[config.mk]
export PLATFORM = sky130hd
export DESIGN_NAME = ctrl_decode_stage_flat
export DESIGN_NICKNAME = d
export VERILOG_FILES = /design/src/rtl/ctrl_decode_stage_if.sv /design/src/rtl/ctrl_decode_stage.sv /design/src/flat_wrapper.sv
export SDC_FILE = /design/constraint.sdc
export NUM_CORES = 1
export LEC_CHECK = 0
export CAP_MARGIN = 15
export CORE_AREA = 3 3 110 112
export CTS_BUF_LIST = sky130_fd_sc_hd__clkbuf_8
export DETAILED_ROUTE_END_ITERATION = 6
export DIE_AREA = 0 0 113 115
export PLACE_DENSITY = 0.8
export SETUP_SLACK_MARGIN = 0.1
export SYNTH_ARGS = -nofsm -noshare
export SYNTH_HDL_FRONTEND = slang
export SYNTH_SLANG_ARGS = --single-unit
[constraint.sdc]
create_clock -name clk -period 2.4 [get_ports clk]
set_input_delay 0.24 -clock clk [delete_from_list [all_inputs] [get_ports clk]]
set_output_delay 0.24 -clock clk [all_outputs]
set_load 0.02 [all_outputs]
[src/rtl/ctrl_decode_stage_if.sv]
// ctrl_decode_stage_if
//   Bus bundle for the RV32I decode/control stage.
//   slave  : the decode stage's view (fetch/flush/writeback/out_ready in, bundle out)
//   master : the surrounding pipeline's view (the reverse)
//   Groups the fetch handshake (in_*), flush, writeback retire (wb_*),
//   the registered control bundle (out_*) and the perf counters.
interface ctrl_decode_stage_if #(
  parameter int XLEN   = 32,
  parameter int REG_AW = 5,
  parameter int CNT_W  = 16
);
  logic              in_valid;
  logic              in_ready;
  logic [31:0]       in_instr;
  logic [XLEN-1:0]   in_pc;
  logic              flush;
  logic              wb_valid;
  logic [REG_AW-1:0] wb_rd;
  logic              out_valid;
  logic              out_ready;
  logic [XLEN-1:0]   out_pc;
  logic [REG_AW-1:0] out_rd;
  logic [REG_AW-1:0] out_rs1;
  logic [REG_AW-1:0] out_rs2;
  logic              out_rs1_en;
  logic              out_rs2_en;
  logic              out_br_or_jmp;
  logic              out_br_used;
  logic              out_use_jalr;
  logic [2:0]        out_func3;
  logic              out_func1;
  logic              out_reg_write;
  logic [2:0]        out_func_mem;
  logic              out_illegal;
  logic [CNT_W-1:0]  stall_cnt;
  logic [CNT_W-1:0]  flush_cnt;

  modport slave (
    input  in_valid, in_instr, in_pc, flush, wb_valid, wb_rd, out_ready,
    output in_ready, out_valid, out_pc, out_rd, out_rs1, out_rs2,
           out_rs1_en, out_rs2_en, out_br_or_jmp, out_br_used, out_use_jalr,
           out_func3, out_func1, out_reg_write, out_func_mem, out_illegal,
           stall_cnt, flush_cnt
  );

  modport master (
    output in_valid, in_instr, in_pc, flush, wb_valid, wb_rd, out_ready,
    input  in_ready, out_valid, out_pc, out_rd, out_rs1, out_rs2,
           out_rs1_en, out_rs2_en, out_br_or_jmp, out_br_used, out_use_jalr,
           out_func3, out_func1, out_reg_write, out_func_mem, out_illegal,
           stall_cnt, flush_cnt
  );
endinterface

[src/rtl/ctrl_decode_stage.sv]
// ctrl_decode_stage
//   Registered RV32I decode/control stage. Decodes the fetched instruction into
//   the ALU/branch/mem/writeback control bundle, holds it in a valid/ready
//   output register, stalls RAW/WAW hazards through a pending-write scoreboard
//   and squashes the held bundle on flush.
// Ports
//   clk    rising-edge clock
//   rst_n  asynchronous active-low reset
//   bus    ctrl_decode_stage_if.slave: in_* fetch handshake, flush, wb_* retire,
//          out_* control bundle, stall_cnt/flush_cnt
// Optional: define CTRL_PERF_CNT_EN for saturating stall/flush counters;
//   otherwise stall_cnt/flush_cnt are tied to 0.
module ctrl_decode_stage #(
  parameter int XLEN     = 32,
  parameter int NUM_REGS = 32,
  parameter int REG_AW   = 5,
  parameter int CNT_W    = 16
) (
  input logic             clk,
  input logic             rst_n,
  ctrl_decode_stage_if.slave bus
);
  localparam logic [6:0] OP_LUI    = 7'b0110111;
  localparam logic [6:0] OP_AUIPC  = 7'b0010111;
  localparam logic [6:0] OP_JAL    = 7'b1101111;
  localparam logic [6:0] OP_JALR   = 7'b1100111;
  localparam logic [6:0] OP_BRANCH = 7'b1100011;
  localparam logic [6:0] OP_LOAD   = 7'b0000011;
  localparam logic [6:0] OP_STORE  = 7'b0100011;
  localparam logic [6:0] OP_IMM    = 7'b0010011;
  localparam logic [6:0] OP_REG    = 7'b0110011;

  typedef struct packed {
    logic [XLEN-1:0]   pc;
    logic [REG_AW-1:0] rd;
    logic [REG_AW-1:0] rs1;
    logic [REG_AW-1:0] rs2;
    logic              rs1_en;
    logic              rs2_en;
    logic              br_or_jmp;
    logic              br_used;
    logic              use_jalr;
    logic [2:0]        func3;
    logic              func1;
    logic              reg_write;
    logic [2:0]        func_mem;
    logic              illegal;
  } ctrl_t;

  ctrl_t               dec, q;
  logic                vld_q;
  logic [NUM_REGS-1:0] sb, sb_nxt;
  logic                hazard, accept;
  logic [6:0]          opc;
  logic [2:0]          f3;

  assign opc = bus.in_instr[6:0];
  assign f3  = bus.in_instr[14:12];

  // Bits carried by immediates only; decode never looks at them.
  logic unused_instr;
  assign unused_instr = ^{bus.in_instr[31], bus.in_instr[29:25]};

  always_comb begin
    dec           = '0;
    dec.pc        = bus.in_pc;
    dec.rd        = bus.in_instr[11:7];
    dec.rs1       = bus.in_instr[19:15];
    dec.rs2       = bus.in_instr[24:20];
    unique case (opc)
      OP_LUI, OP_AUIPC: dec.reg_write = 1'b1;
      OP_JAL: begin
        dec.reg_write = 1'b1;
        dec.br_or_jmp = 1'b1;
        dec.br_used   = 1'b1;
      end
      OP_JALR: begin
        dec.reg_write = 1'b1;
        dec.rs1_en    = 1'b1;
        dec.br_used   = 1'b1;
        dec.use_jalr  = 1'b1;
      end
      OP_BRANCH: begin
        dec.rs1_en  = 1'b1;
        dec.rs2_en  = 1'b1;
        dec.br_used = 1'b1;
        dec.func3   = f3;
      end
      OP_LOAD: begin
        dec.reg_write = 1'b1;
        dec.rs1_en    = 1'b1;
        dec.func_mem  = f3;
      end
      OP_STORE: begin
        dec.rs1_en   = 1'b1;
        dec.rs2_en   = 1'b1;
        dec.func_mem = f3;
      end
      OP_IMM: begin
        dec.reg_write = 1'b1;
        dec.rs1_en    = 1'b1;
        dec.func3     = f3;
        // instr[30] only distinguishes SRAI from SRLI; elsewhere it is immediate.
        dec.func1     = (f3 == 3'b101) & bus.in_instr[30];
      end
      OP_REG: begin
        dec.reg_write = 1'b1;
        dec.rs1_en    = 1'b1;
        dec.rs2_en    = 1'b1;
        dec.func3     = f3;
        dec.func1     = bus.in_instr[30];
      end
      default: dec.illegal = 1'b1;
    endcase
  end

  // sb[0] is held at 0, so x0 never contributes to any hazard term.
  assign hazard = bus.in_valid & ((dec.rs1_en    & sb[dec.rs1]) |
                                  (dec.rs2_en    & sb[dec.rs2]) |
                                  (dec.reg_write & sb[dec.rd]));

  assign bus.in_ready = (!vld_q | bus.out_ready) & !hazard & !bus.flush;
  assign accept       = bus.in_valid & bus.in_ready;

  always_ff @(posedge clk or negedge rst_n) begin
    if (!rst_n) begin
      vld_q <= 1'b0;
      q     <= '0;
    end else if (bus.flush) begin
      vld_q <= 1'b0;
    end else if (accept) begin
      vld_q <= 1'b1;
      q     <= dec;
    end else if (bus.out_ready) begin
      vld_q <= 1'b0;
    end
  end

  // Clears first, then the accept's set, so a same-cycle set of one index wins.
  // A squashed writer is the only pending writer of its rd (WAW stall), so
  // dropping its bit on flush is exact.
  always_comb begin
    sb_nxt = sb;
    if (bus.wb_valid) sb_nxt[bus.wb_rd] = 1'b0;
    if (bus.flush & vld_q & q.reg_write) sb_nxt[q.rd] = 1'b0;
    if (accept & dec.reg_write) sb_nxt[dec.rd] = 1'b1;
    sb_nxt[0] = 1'b0;
  end

  always_ff @(posedge clk or negedge rst_n) begin
    if (!rst_n) sb <= '0;
    else        sb <= sb_nxt;
  end

  assign bus.out_valid     = vld_q;
  assign bus.out_pc        = q.pc;
  assign bus.out_rd        = q.rd;
  assign bus.out_rs1       = q.rs1;
  assign bus.out_rs2       = q.rs2;
  assign bus.out_rs1_en    = q.rs1_en;
  assign bus.out_rs2_en    = q.rs2_en;
  assign bus.out_br_or_jmp = q.br_or_jmp;
  assign bus.out_br_used   = q.br_used;
  assign bus.out_use_jalr  = q.use_jalr;
  assign bus.out_func3     = q.func3;
  assign bus.out_func1     = q.func1;
  assign bus.out_reg_write = q.reg_write;
  assign bus.out_func_mem  = q.func_mem;
  assign bus.out_illegal   = q.illegal;

`ifdef CTRL_PERF_CNT_EN
  logic [CNT_W-1:0] stall_q, flush_q;

  always_ff @(posedge clk or negedge rst_n) begin
    if (!rst_n) begin
      stall_q <= '0;
      flush_q <= '0;
    end else begin
      if (hazard & !bus.flush & ~&stall_q) stall_q <= stall_q + 1'b1;
      if (bus.flush & vld_q & ~&flush_q)   flush_q <= flush_q + 1'b1;
    end
  end

  assign bus.stall_cnt = stall_q;
  assign bus.flush_cnt = flush_q;
`else
  assign bus.stall_cnt = {CNT_W{1'b0}};
  assign bus.flush_cnt = {CNT_W{1'b0}};
`endif
endmodule

[src/flat_wrapper.sv]
// flat-port wrapper written by rule: the top's interface ports become plain ports
module ctrl_decode_stage_flat 
#(
  parameter int XLEN     = 32,
  parameter int NUM_REGS = 32,
  parameter int REG_AW   = 5,
  parameter int CNT_W    = 16
)
  (clk, rst_n, bus_in_valid, bus_in_instr, bus_in_pc, bus_flush, bus_wb_valid, bus_wb_rd, bus_out_ready, bus_in_ready, bus_out_valid, bus_out_pc, bus_out_rd, bus_out_rs1, bus_out_rs2, bus_out_rs1_en, bus_out_rs2_en, bus_out_br_or_jmp, bus_out_br_used, bus_out_use_jalr, bus_out_func3, bus_out_func1, bus_out_reg_write, bus_out_func_mem, bus_out_illegal, bus_stall_cnt, bus_flush_cnt);
  ctrl_decode_stage_if #(.XLEN(XLEN), .REG_AW(REG_AW), .CNT_W(CNT_W)) bus_i ();
  input logic clk;
  input logic rst_n;
  input wire logic [$bits(bus_i.in_valid)-1:0] bus_in_valid;
  input wire logic [$bits(bus_i.in_instr)-1:0] bus_in_instr;
  input wire logic [$bits(bus_i.in_pc)-1:0] bus_in_pc;
  input wire logic [$bits(bus_i.flush)-1:0] bus_flush;
  input wire logic [$bits(bus_i.wb_valid)-1:0] bus_wb_valid;
  input wire logic [$bits(bus_i.wb_rd)-1:0] bus_wb_rd;
  input wire logic [$bits(bus_i.out_ready)-1:0] bus_out_ready;
  output wire logic [$bits(bus_i.in_ready)-1:0] bus_in_ready;
  output wire logic [$bits(bus_i.out_valid)-1:0] bus_out_valid;
  output wire logic [$bits(bus_i.out_pc)-1:0] bus_out_pc;
  output wire logic [$bits(bus_i.out_rd)-1:0] bus_out_rd;
  output wire logic [$bits(bus_i.out_rs1)-1:0] bus_out_rs1;
  output wire logic [$bits(bus_i.out_rs2)-1:0] bus_out_rs2;
  output wire logic [$bits(bus_i.out_rs1_en)-1:0] bus_out_rs1_en;
  output wire logic [$bits(bus_i.out_rs2_en)-1:0] bus_out_rs2_en;
  output wire logic [$bits(bus_i.out_br_or_jmp)-1:0] bus_out_br_or_jmp;
  output wire logic [$bits(bus_i.out_br_used)-1:0] bus_out_br_used;
  output wire logic [$bits(bus_i.out_use_jalr)-1:0] bus_out_use_jalr;
  output wire logic [$bits(bus_i.out_func3)-1:0] bus_out_func3;
  output wire logic [$bits(bus_i.out_func1)-1:0] bus_out_func1;
  output wire logic [$bits(bus_i.out_reg_write)-1:0] bus_out_reg_write;
  output wire logic [$bits(bus_i.out_func_mem)-1:0] bus_out_func_mem;
  output wire logic [$bits(bus_i.out_illegal)-1:0] bus_out_illegal;
  output wire logic [$bits(bus_i.stall_cnt)-1:0] bus_stall_cnt;
  output wire logic [$bits(bus_i.flush_cnt)-1:0] bus_flush_cnt;
  assign bus_i.in_valid = bus_in_valid;
  assign bus_i.in_instr = bus_in_instr;
  assign bus_i.in_pc = bus_in_pc;
  assign bus_i.flush = bus_flush;
  assign bus_i.wb_valid = bus_wb_valid;
  assign bus_i.wb_rd = bus_wb_rd;
  assign bus_i.out_ready = bus_out_ready;
  assign bus_in_ready = bus_i.in_ready;
  assign bus_out_valid = bus_i.out_valid;
  assign bus_out_pc = bus_i.out_pc;
  assign bus_out_rd = bus_i.out_rd;
  assign bus_out_rs1 = bus_i.out_rs1;
  assign bus_out_rs2 = bus_i.out_rs2;
  assign bus_out_rs1_en = bus_i.out_rs1_en;
  assign bus_out_rs2_en = bus_i.out_rs2_en;
  assign bus_out_br_or_jmp = bus_i.out_br_or_jmp;
  assign bus_out_br_used = bus_i.out_br_used;
  assign bus_out_use_jalr = bus_i.out_use_jalr;
  assign bus_out_func3 = bus_i.out_func3;
  assign bus_out_func1 = bus_i.out_func1;
  assign bus_out_reg_write = bus_i.out_reg_write;
  assign bus_out_func_mem = bus_i.out_func_mem;
  assign bus_out_illegal = bus_i.out_illegal;
  assign bus_stall_cnt = bus_i.stall_cnt;
  assign bus_flush_cnt = bus_i.flush_cnt;
  ctrl_decode_stage #(.XLEN(XLEN), .NUM_REGS(NUM_REGS), .REG_AW(REG_AW), .CNT_W(CNT_W)) u_core (.clk(clk), .rst_n(rst_n), .bus(bus_i));
endmodule
==> results of run 1 <==
[layer usage]
layer	global-route usage, %	part of all wire (%)	routed length (um)
met4	11.70	4.7	857
met3	8.053	11	2011
met1	33.55	38	6798
met5	0	0	0
met2	41.11	47	8406
[cells by family after synthesis]
family	count (synthesis)	share of synthesized area, %
and+or+nand+nor	86	9.091
buffers and inverters	77	8.857
AOI/OAI and AO/OA	86	15.46
other	1	0.07022
DFF	93	43.58
muxes	91	22.94
[worst max-delay path by stage]
stage / from / endpoint / slack (ns) / cells after the start
after floorplan: bus_in_instr[7] / u_core.bus.out_pc[18]$_DFFE_PN0P_ / 0.17 / 9
after global placement: bus_in_instr[21] / bus_in_ready / -0.61 / 9
after detailed placement: bus_in_instr[21] / bus_in_ready / -0.66 / 9
after CTS: u_core.sb[1]$_DFF_PN0_ / bus_in_ready / -0.03 / 7
after global routing: u_core.sb[7]$_DFF_PN0_ / u_core.sb[6]$_DFF_PN0_ / -0.24 / 11
final: u_core.sb[10]$_DFF_PN0_ / u_core.sb[6]$_DFF_PN0_ / -0.20 / 10
[power breakdown]
part / total (mW) / leakage [nW] / switching [mW] / internal, mW
Clock: 0.985 / 0.0898 / 0.604 / 0.381
Sequential: 1.88 / 1.17 / 0.140 / 1.74
Combinational: 1.48 / 2.69 / 0.701 / 0.775
Total: 4.34 / 3.95 / 1.44 / 2.89
[flip-flops by register name (all words and copies together), names as in the netlist, 3 cells and up]
register and cells:
u_core.bus.out_func3 3, u_core.bus.out_func_mem 3, u_core.bus.out_pc 32, u_core.bus.out_rd 5, u_core.bus.out_rs1 5, u_core.bus.out_rs2 5
u_core.sb 31
[final cells by class]
cell class,count,share of cell area [%]
clock buffer,9,1.516
clock inverter,7,0.5971
inverter,16,0.7502
multi-input combinational,295,38.06
sequential,93,28.60
tap,143,2.189
timing repair buffer,216,28.29
[stage by stage]
step | hold WS, ns | util [%] | TNS (ns) | area (um^2) | setup slack (ns)
floorplan | -0.05559 | - | 0 | 5458 | 0.1715
global placement | 0.2270 | 62.29 | -31.71 | 7052 | -0.6068
detailed placement | 0.2382 | 62.29 | -37.71 | 7052 | -0.6638
CTS | 0.3180 | 68.24 | -0.1659 | 7725 | -0.02866
global route | 0.3390 | 72.19 | -9.887 | 8173 | -0.2442
finish | 0.3294 | 72.19 | -5.918 | 8173 | -0.1968
[cells in the final DEF, fill, tap and decap left out, types with 6 or more instances in the layout]
cell type        count
dfrtp_2              8
nand3b_1            13
nand2_1             16
dfrtp_1             85
clkbuf_8             9
mux2_4              31
buf_6               12
mux2_2              29
mux4_2              19
nor2b_1              6
mux2i_1             11
inv_1               15
o221ai_1            31
nand3_1              9
clkdlybuf4s50_1    123
conb_1              32
o41ai_2             13
o41ai_4             15
buf_12               9
buf_4               53
nor2_1              12
[what timing repair did]
item                                    in CTS  in global routing
hold endpoints to repair                    36                  0
resized for setup                           69                 45
pin swaps                                    7                  4
hold buffers                                 1                  0
cloned                                       5                  6
setup buffers                               15                  2
endpoints found under the setup margin      86                 93
==> run metrics, run 1 <==
status=complete, but fails checks; failing checks=negative setup slack; clock latency on the worst-skew pair=0.38 ns; number of remaining DRC errors=0; critical path's largest stage delay=0.51 ns; Hold Path Stages=2; Power Density=530.5 nW/um^2; HP Start=bus_in_instr[21]; PortBufs=131; Ports=170; vias in the first global route=4752; Die H=115 um; Leakage=3.953 nW; Syn Std Cell Area=5340 um^2; CTS Sinks=93; Max Clk Rate=385.1 MHz; fraction of registers with async set/reset=100.0%; Congestion Overflow GR=0; cell breakdown of the critical path=mux4_2, o22ai_1, nor4_2, nand3_1, buf_4, nand4_1, buf_6, buf_12, clkbuf_16, o41ai_1; Netlist cell types=42; average via count per standard cell=6.208; Tightest Pin Transition=0.8334 ns; ys flop type=dfrtp_1; DRT iter0 DRCs=621; multi-input logic area=3110 um^2; Routed WL per cell=23.20 um; post-synthesis sequential area ratio=43.58%; Worst EP required=2.63 ns; worst flop-to-flop path endpoint=u_core.sb[6]$_DFF_PN0_; YS warnings=0; flops & latches, synth=93; post-route ant nets=0; Layout area overhead=53.05%; first-pass GRT wire length=26230 um; via count=4836; Reg2Reg Depth=10; Reg area=2337 um^2; Max VDD drop=474.5 uV; WHS Endpoint=u_core.bus.out_rs2[1]$_DFFE_PN0P_; DPL Wire Length=11730 um; max-cap violations=0; H-tree levels=3; Post-synth EDFFs=0; final wirelength=18070 um; count leader, synth=dfrtp_1; Avg Cell Area, Syn=12.30 um^2; Setup crit start kind=flip-flop; Die X=113 um; final RePlAce weighted congestion=0.9935; FILL cells=738; initial core utilization=47.17%; Site Rows=39; CTS clk-pin slew, worst paths=0.10 ns; kind of critical path=reg -> reg; CTS max path bufs=2; Post-Syn Instances=434; share of layout cells above drive strength 1=36.95%; CTS buffer count=9; area of the core=11320 um^2; Synth top cells by count=dfrtp_1, mux2_2, buf_4; setup slack after layout=-0.1968 ns; Worst slew margin=44.44%; largest net degree at the start of global routing=58; FF-to-FF setup slack=-0.20 ns; final non-filler cell total=779; Worst Path Buf+Inv=4; Hold Violations, Final=0; diode count=0; Clock Skew=0.01352 ns; Power Total=4.336 mW; Synth area leaders=dfrtp_1, mux2_2, mux4_2; TritonCTS clock tree=yes; post-route clock period utilization=108.2%; Placed Cells incl. Taps=734; Slowest-stage cell, CP=mux4_2; Setup Viol. Count Final=90; hold crit path type=in -> reg; drt first pass iters=6; Final nets=706; Final Max Tran Viols=0; crit path DAT=2.82 ns; area fraction of the dominant cell type after synthesis=43.58%; area leader, netlist=dfrtp_1; antenna violations before repair=0; GRT Total Usage=26.16%; CP delay by family, top=buffers and inverters; RSZ-0062 raised after global routing=true; CP Capture Type=flip-flop; Die ar.=13000 um^2; reg2reg start=u_core.sb[10]$_DFF_PN0_; CP Max Fanout=7; CTS root buffer=clkbuf_8; fin crit period=2.597 ns
Power figures use the tool's default switching activity.
==> run 2, diff against run 1 <==
Settings changed: TNS_END_PERCENT set to 100.
==> results of run 2 <==
No change in the layout: final DEF, timing and power equal those of run 1.
